`config.mk`:
```
export PLATFORM = sky130hd
export DESIGN_NAME = ring_buff_ctrl_mc
export DESIGN_NICKNAME = d
export VERILOG_FILES = /design/src/rtl/rb_pkg.sv /design/src/rtl/rb_chan_ptr.sv /design/src/rtl/ring_buff_ctrl_mc.sv
export SDC_FILE = /design/constraint.sdc
export NUM_CORES = 1
export LEC_CHECK = 0
export BUFFER_PORTS_ARGS = -buffer_cell sky130_fd_sc_hd__buf_2
export CAP_MARGIN = 0
export CORE_ASPECT_RATIO = 0.8
export CORE_UTILIZATION = 40
export CTS_CLUSTER_DIAMETER = 60
export DETAILED_ROUTE_END_ITERATION = 12
export PLACE_DENSITY = 0.69
export RECOVER_POWER = 50
export SLEW_MARGIN = 20
export SYNTH_ARGS = -nofsm -noshare
export SYNTH_HDL_FRONTEND = slang
export SYNTH_SLANG_ARGS = --single-unit
```
`constraint.sdc`:
```
create_clock -name clock -period 4.9 [get_ports clock]
set_clock_uncertainty 0.15 [all_clocks]
set_input_delay 0.98 -clock clock [delete_from_list [all_inputs] [get_ports clock]]
set_output_delay 0.98 -clock clock [all_outputs]
set_load 0.01 [all_outputs]
```
`src/rtl/rb_pkg.sv`:
```
// Shared definitions for the multi-channel ring-buffer controller: channel-select width
// helper and the error classification used by monitors.
package rb_pkg;

  typedef enum logic [1:0] {
    ERR_NONE = 2'd0,
    ERR_OVF  = 2'd1,
    ERR_UDF  = 2'd2
  } err_t;

  // A single channel still needs a one-bit select so the address stays well formed.
  function automatic int cb_width(input int n);
    return (n > 1) ? $clog2(n) : 1;
  endfunction

endpackage

```
`src/rtl/rb_chan_ptr.sv`:
```
// One channel's read/write pointer pair with wrap bit; derives occupancy and status flags
// purely from the registered pointers.
module rb_chan_ptr #(
  parameter  int NUM_ENTRY = 16,
  parameter  int AF_MARGIN = 2,
  localparam int WB        = $clog2(NUM_ENTRY)
) (
  input  logic          clock,
  input  logic          reset,
  input  logic          wr_inc,
  input  logic          rd_inc,
  input  logic          flush,
  output logic [WB-1:0] wptr_lo,
  output logic [WB-1:0] rptr_lo,
  output logic [WB:0]   count,
  output logic          full,
  output logic          afull,
  output logic          empty
);

  localparam logic [WB:0] PTR_ZERO = {(WB+1){1'b0}};
  localparam logic [WB:0] PTR_ONE  = {{WB{1'b0}}, 1'b1};
  localparam logic [WB:0] FULL_CNT = NUM_ENTRY[WB:0];
  localparam logic [WB:0] AF_CNT   = (NUM_ENTRY - AF_MARGIN);

  logic [WB:0] wptr_q, wptr_d;
  logic [WB:0] rptr_q, rptr_d;

  // Next-pointer selection: flush wins over any increment on this channel.
  always_comb begin
    wptr_d = wptr_q;
    rptr_d = rptr_q;
    if (flush) begin
      wptr_d = PTR_ZERO;
      rptr_d = PTR_ZERO;
    end else begin
      wptr_d = wr_inc ? (wptr_q + PTR_ONE) : wptr_q;
      rptr_d = rd_inc ? (rptr_q + PTR_ONE) : rptr_q;
    end
  end

  // Pointer registers.
  always_ff @(posedge clock or negedge reset) begin
    if (!reset) begin
      wptr_q <= PTR_ZERO;
      rptr_q <= PTR_ZERO;
    end else begin
      wptr_q <= wptr_d;
      rptr_q <= rptr_d;
    end
  end

  // Modular difference of the wrap-bit pointers yields 0..NUM_ENTRY.
  assign count   = wptr_q - rptr_q;
  assign full    = (count == FULL_CNT);
  assign afull   = (count >= AF_CNT);
  assign empty   = (count == PTR_ZERO);
  assign wptr_lo = wptr_q[WB-1:0];
  assign rptr_lo = rptr_q[WB-1:0];

endmodule

```
`src/rtl/ring_buff_ctrl_mc.sv`:
```
// Multi-channel ring-buffer controller: per-channel pointer pairs over one partitioned RAM,
// with request decode, accept logic, address muxing and sticky overflow/underflow bits.
module ring_buff_ctrl_mc
  import rb_pkg::*;
#(
  parameter  int NUM_ENTRY = 16,
  parameter  int NUM_CH    = 4,
  parameter  int AF_MARGIN = 2,
  localparam int WB        = $clog2(NUM_ENTRY),
  localparam int CB        = cb_width(NUM_CH)
) (
  input  logic                     clock,
  input  logic                     reset,
  input  logic                     I_We,
  input  logic [CB-1:0]            I_WCh,
  input  logic                     I_Re,
  input  logic [CB-1:0]            I_RCh,
  input  logic [NUM_CH-1:0]        I_Flush,
  input  logic                     I_ClrErr,
  output logic [CB+WB-1:0]         O_WAddr,
  output logic [CB+WB-1:0]         O_RAddr,
  output logic                     O_WAck,
  output logic                     O_RAck,
  output logic [NUM_CH-1:0]        O_Full,
  output logic [NUM_CH-1:0]        O_AFull,
  output logic [NUM_CH-1:0]        O_Empty,
  output logic [NUM_CH*(WB+1)-1:0] O_Num,
  output logic [NUM_CH-1:0]        O_Ovf,
  output logic [NUM_CH-1:0]        O_Udf
);

  localparam logic [NUM_CH-1:0] CH_ZERO = {NUM_CH{1'b0}};

  logic [NUM_CH-1:0] wr_sel_s, rd_sel_s, wr_inc_s, rd_inc_s;
  logic [NUM_CH-1:0] full_s, empty_s;
  logic [WB-1:0]     wlo_s [NUM_CH];
  logic [WB-1:0]     rlo_s [NUM_CH];
  logic [NUM_CH-1:0] ovf_q, ovf_d, udf_q, udf_d;

  for (genvar c = 0; c < NUM_CH; c++) begin : g_ch
    rb_chan_ptr #(.NUM_ENTRY(NUM_ENTRY), .AF_MARGIN(AF_MARGIN)) u_ptr (
      .clock   (clock),
      .reset   (reset),
      .wr_inc  (wr_inc_s[c]),
      .rd_inc  (rd_inc_s[c]),
      .flush   (I_Flush[c]),
      .wptr_lo (wlo_s[c]),
      .rptr_lo (rlo_s[c]),
      .count   (O_Num[c*(WB+1) +: WB+1]),
      .full    (full_s[c]),
      .afull   (O_AFull[c]),
      .empty   (empty_s[c])
    );
  end

  // Channel decode, accept qualification and address mux; unmatched selects do nothing.
  always_comb begin
    wr_sel_s = CH_ZERO;
    rd_sel_s = CH_ZERO;
    wr_inc_s = CH_ZERO;
    rd_inc_s = CH_ZERO;
    O_WAddr  = {I_WCh, {WB{1'b0}}};
    O_RAddr  = {I_RCh, {WB{1'b0}}};
    for (int c = 0; c < NUM_CH; c++) begin
      wr_sel_s[c] = I_We & (I_WCh == CB'(c));
      rd_sel_s[c] = I_Re & (I_RCh == CB'(c));
      wr_inc_s[c] = wr_sel_s[c] & ~full_s[c] & ~I_Flush[c];
      rd_inc_s[c] = rd_sel_s[c] & ~empty_s[c] & ~I_Flush[c];
      O_WAddr     = (I_WCh == CB'(c)) ? {I_WCh, wlo_s[c]} : O_WAddr;
      O_RAddr     = (I_RCh == CB'(c)) ? {I_RCh, rlo_s[c]} : O_RAddr;
    end
    O_WAck = |wr_inc_s;
    O_RAck = |rd_inc_s;
  end

  // Sticky errors: clear first, then a same-cycle new error re-sets the bit.
  always_comb begin
    ovf_d = (I_ClrErr ? CH_ZERO : ovf_q) | (wr_sel_s & full_s  & ~I_Flush);
    udf_d = (I_ClrErr ? CH_ZERO : udf_q) | (rd_sel_s & empty_s & ~I_Flush);
  end

  // Error registers.
  always_ff @(posedge clock or negedge reset) begin
    if (!reset) begin
      ovf_q <= CH_ZERO;
      udf_q <= CH_ZERO;
    end else begin
      ovf_q <= ovf_d;
      udf_q <= udf_d;
    end
  end

  assign O_Full  = full_s;
  assign O_Empty = empty_s;
  assign O_Ovf   = ovf_q;
  assign O_Udf   = udf_q;

endmodule

```
==> results.json <==
{
  "cellPowerDensity_nw_per_um2": 219,
  "cts_inserted_buffers": 5,
  "antenna_cells": 0,
  "crit_fanout": 7,
  "yosysWarnings": 0,
  "synth.distinct_cells": 38,
  "power_w": 0.000974,
  "critical_path.max_stage_delay_ns": 0.56,
  "startpoint_type": "flop",
  "post-cts-setup-buffers": 0,
  "core.rowCount": 32,
  "die_area_um2": 10400,
  "max_slew_margin_pct": -78.3,
  "antenna_found_initial": 0,
  "dp.final_hpwl_um": 7470,
  "endpoint_kind": "primary output",
  "via_count": 3325,
  "antenna_left": 0,
  "initial_core_util_pct": 41.3,
  "first_global_vias": 3206,
  "clk_path_buf_depth": 2,
  "yosysTopAreaCell": "dfrtp_1",
  "drt_iter0_markers": 256,
  "min_period_ns": 4.25,
  "drive_gt1_share_pct": 23.6,
  "grt_setup_unrepaired": "false",
  "critical_path_required_ns": 3.77,
  "clk_latency_ns": 0.29,
  "die_w_um": 114,
  "drt-wirelength-per-cell_um": 15.2,
  "path_delay_family": "simple AND/OR/NAND/NOR gates",
  "p_leak_nw": 2.21,
  "dr.pass1.iters": 4,
  "min_path_cells": 1,
  "finalHoldViolCount": 0,
  "worstPathBufferInverterCount": 1,
  "maxCapViolCount": 1,
  "synth_seq_area_share_pct": 30.0,
  "cts_tree": "built",
  "grt_overflow": 0,
  "synthTopCellsByArea": "dfrtp_1, mux2_2, ha_1",
  "clk_pin_slew_worst_paths_ns": 0.06,
  "period_share_pct": 86.6,
  "core_area_um2": 9690,
  "syn_nets": 485,
  "track_usage_pct": 19.2,
  "cts-resized-gates": 0,
  "drv_slew": 49,
  "vias_per_cell": 5.30,
  "r2r_cells": 9,
  "critical_path_class": "reg2out",
  "mostFrequentLayoutCell": "nor2_1",
  "worstMarginPinSlew_ns": 2.68,
  "port_buffers": 66,
  "status": "finished, violations left",
  "clk_root_buffer_cell": "clkbuf_16",
  "synth_seq_cells": 48,
  "cp_num_cells": 8,
  "io_pins": 67,
  "fmax_mhz": 236,
  "layout_common_cells": "nor2_1, buf_2, dfrtp_1, a21oi_1, mux2_2",
  "die_h_um": 91.4,
  "cts_hold_buffers": 0,
  "fin_setup_tns_ns": 0,
  "worstPathCellList": "ha_1 > fa_1 > nand2b_1 > a21oi_1 > xor2_1 > a21boi_0 > or4_1 > buf_2",
  "hp-class": "reg2reg",
  "cts.sinks": 48,
  "cp_slowest_cell": "or4_1",
  "syn-cell-area_um2": 4000,
  "drt-total-wl_um": 9560,
  "grt_pass1_wl_um": 15600,
  "post-route-drc-count": 0,
  "syn_inst": 444,
  "ir_drop_mv": 0.107,
  "syn_area_per_cell_um2": 9.01,
  "violations": "max-capacitance violations, max-slew violations",
  "nets": 531,
  "grt_max_degree": 49,
  "setup_viol": 0,
  "htreeDepth": 2,
  "gp_congestion": 0.818,
  "netlist.area_leader.share_pct": 30.0,
  "syn2layout_area_growth_pct": 11.1,
  "arrival_ns": 3.12
}
## cell usage after synthesis (all sizes together)
library cell / count
clkbuf: 9
or4: 2
a22o: 8
fa: 4
a211o: 4
a21oi: 48
nor2b: 20
or3b: 2
and3b: 4
a31o: 4
nand2: 20
nand4b: 3
nand2b: 20
nand3: 6
nand4: 17
mux2: 32
a21boi: 8
and3: 2
dfrtp: 48
nor2: 64
xnor2: 3
mux4: 8
buf: 19
nand3b: 4
inv: 34
or2: 4
mux2i: 8
nor3b: 2
xor2: 13
ha: 24
## layer usage
metal	up-vias	routed length (µm)	global-route usage [%]
met5	-	0	0
met4	0	159	5.84
met3	16	344	3.07
met2	76	4270	29.5
met1	1618	4790	27.6
li1	1615	-	-
## kinds of logic (layout without fill, tap and decap cells)
kind of cell,count (synthesis),count (layout),share of synthesized area (%)
simple gates,170,170,22.3
compound gates,72,72,11.3
buf+inv,62,109,7.42
mux,48,48,15.5
flops,48,48,30.0
fa+ha+maj,28,28,9.51
xor+xnor,16,16,3.88
## worst paths after layout
kind / to / slack, ns / from
worst max-delay path: O_RAck / 0.65 / g_ch[1].u_ptr.rptr_q[0]
worst min-delay path: O_Ovf[0] / 0.36 / O_Ovf[0]
worst max register to register: g_ch[0].u_ptr.wptr_q[0] / 1.72 / g_ch[0].u_ptr.wptr_q[0]
worst min register to register: O_Ovf[0] / 0.36 / O_Ovf[0]
max in group asynchronous: g_ch[2].u_ptr.wptr_q[3] / 1.61 / reset
min in group asynchronous: O_Ovf[1] / 1.48 / reset
## layout make-up
| type | count | area (µm²) |
|---|---|---|
| clock buffer | 8 | 146 |
| multi-input combinational | 334 | 2480 |
| tap | 136 | 170 |
| sequential | 48 | 1200 |
| inverter | 34 | 128 |
| fill | 961 | 5250 |
| timing repair buffer | 67 | 314 |
## through the flow
stage	util [%]	hold WS, ns	setup slack, ns	instance area [µm²]	instances
2_1_floorplan	-	0.394	1.43	4000	444
3_3_place_gp	44.8	0.340	1.06	4340	619
3_5_place_dp	44.8	0.344	0.991	4340	619
4_1_cts	46.3	0.359	0.671	4480	627
5_1_grt	45.9	0.376	0.485	4440	627
6_report	45.9	0.357	0.654	4440	627
## report_power, final
part           internal, W  switching (W)
Clock             0.000204       0.000146
Sequential        0.000403     0.00000866
Combinational    0.0000740       0.000138
Total             0.000681       0.000293
## worst register-to-register path, stage by stage (launching register included)
cell      delay [ns]
dfrtp_1         0.44
inv_1           0.09
ha_1            0.21
fa_1            0.40
nand2b_1        0.16
a21oi_1         0.15
xor2_1          0.51
inv_1           0.29
a21oi_1         0.29
mux2_2          0.36
## registers in the layout, summed over array words and instances (netlist names)
name,cells
g_ch.u_ptr.rptr_q,20
O_Udf,4
O_Ovf,4
g_ch.u_ptr.wptr_q,20
Note: power is estimated with default switching activity, not from simulation.
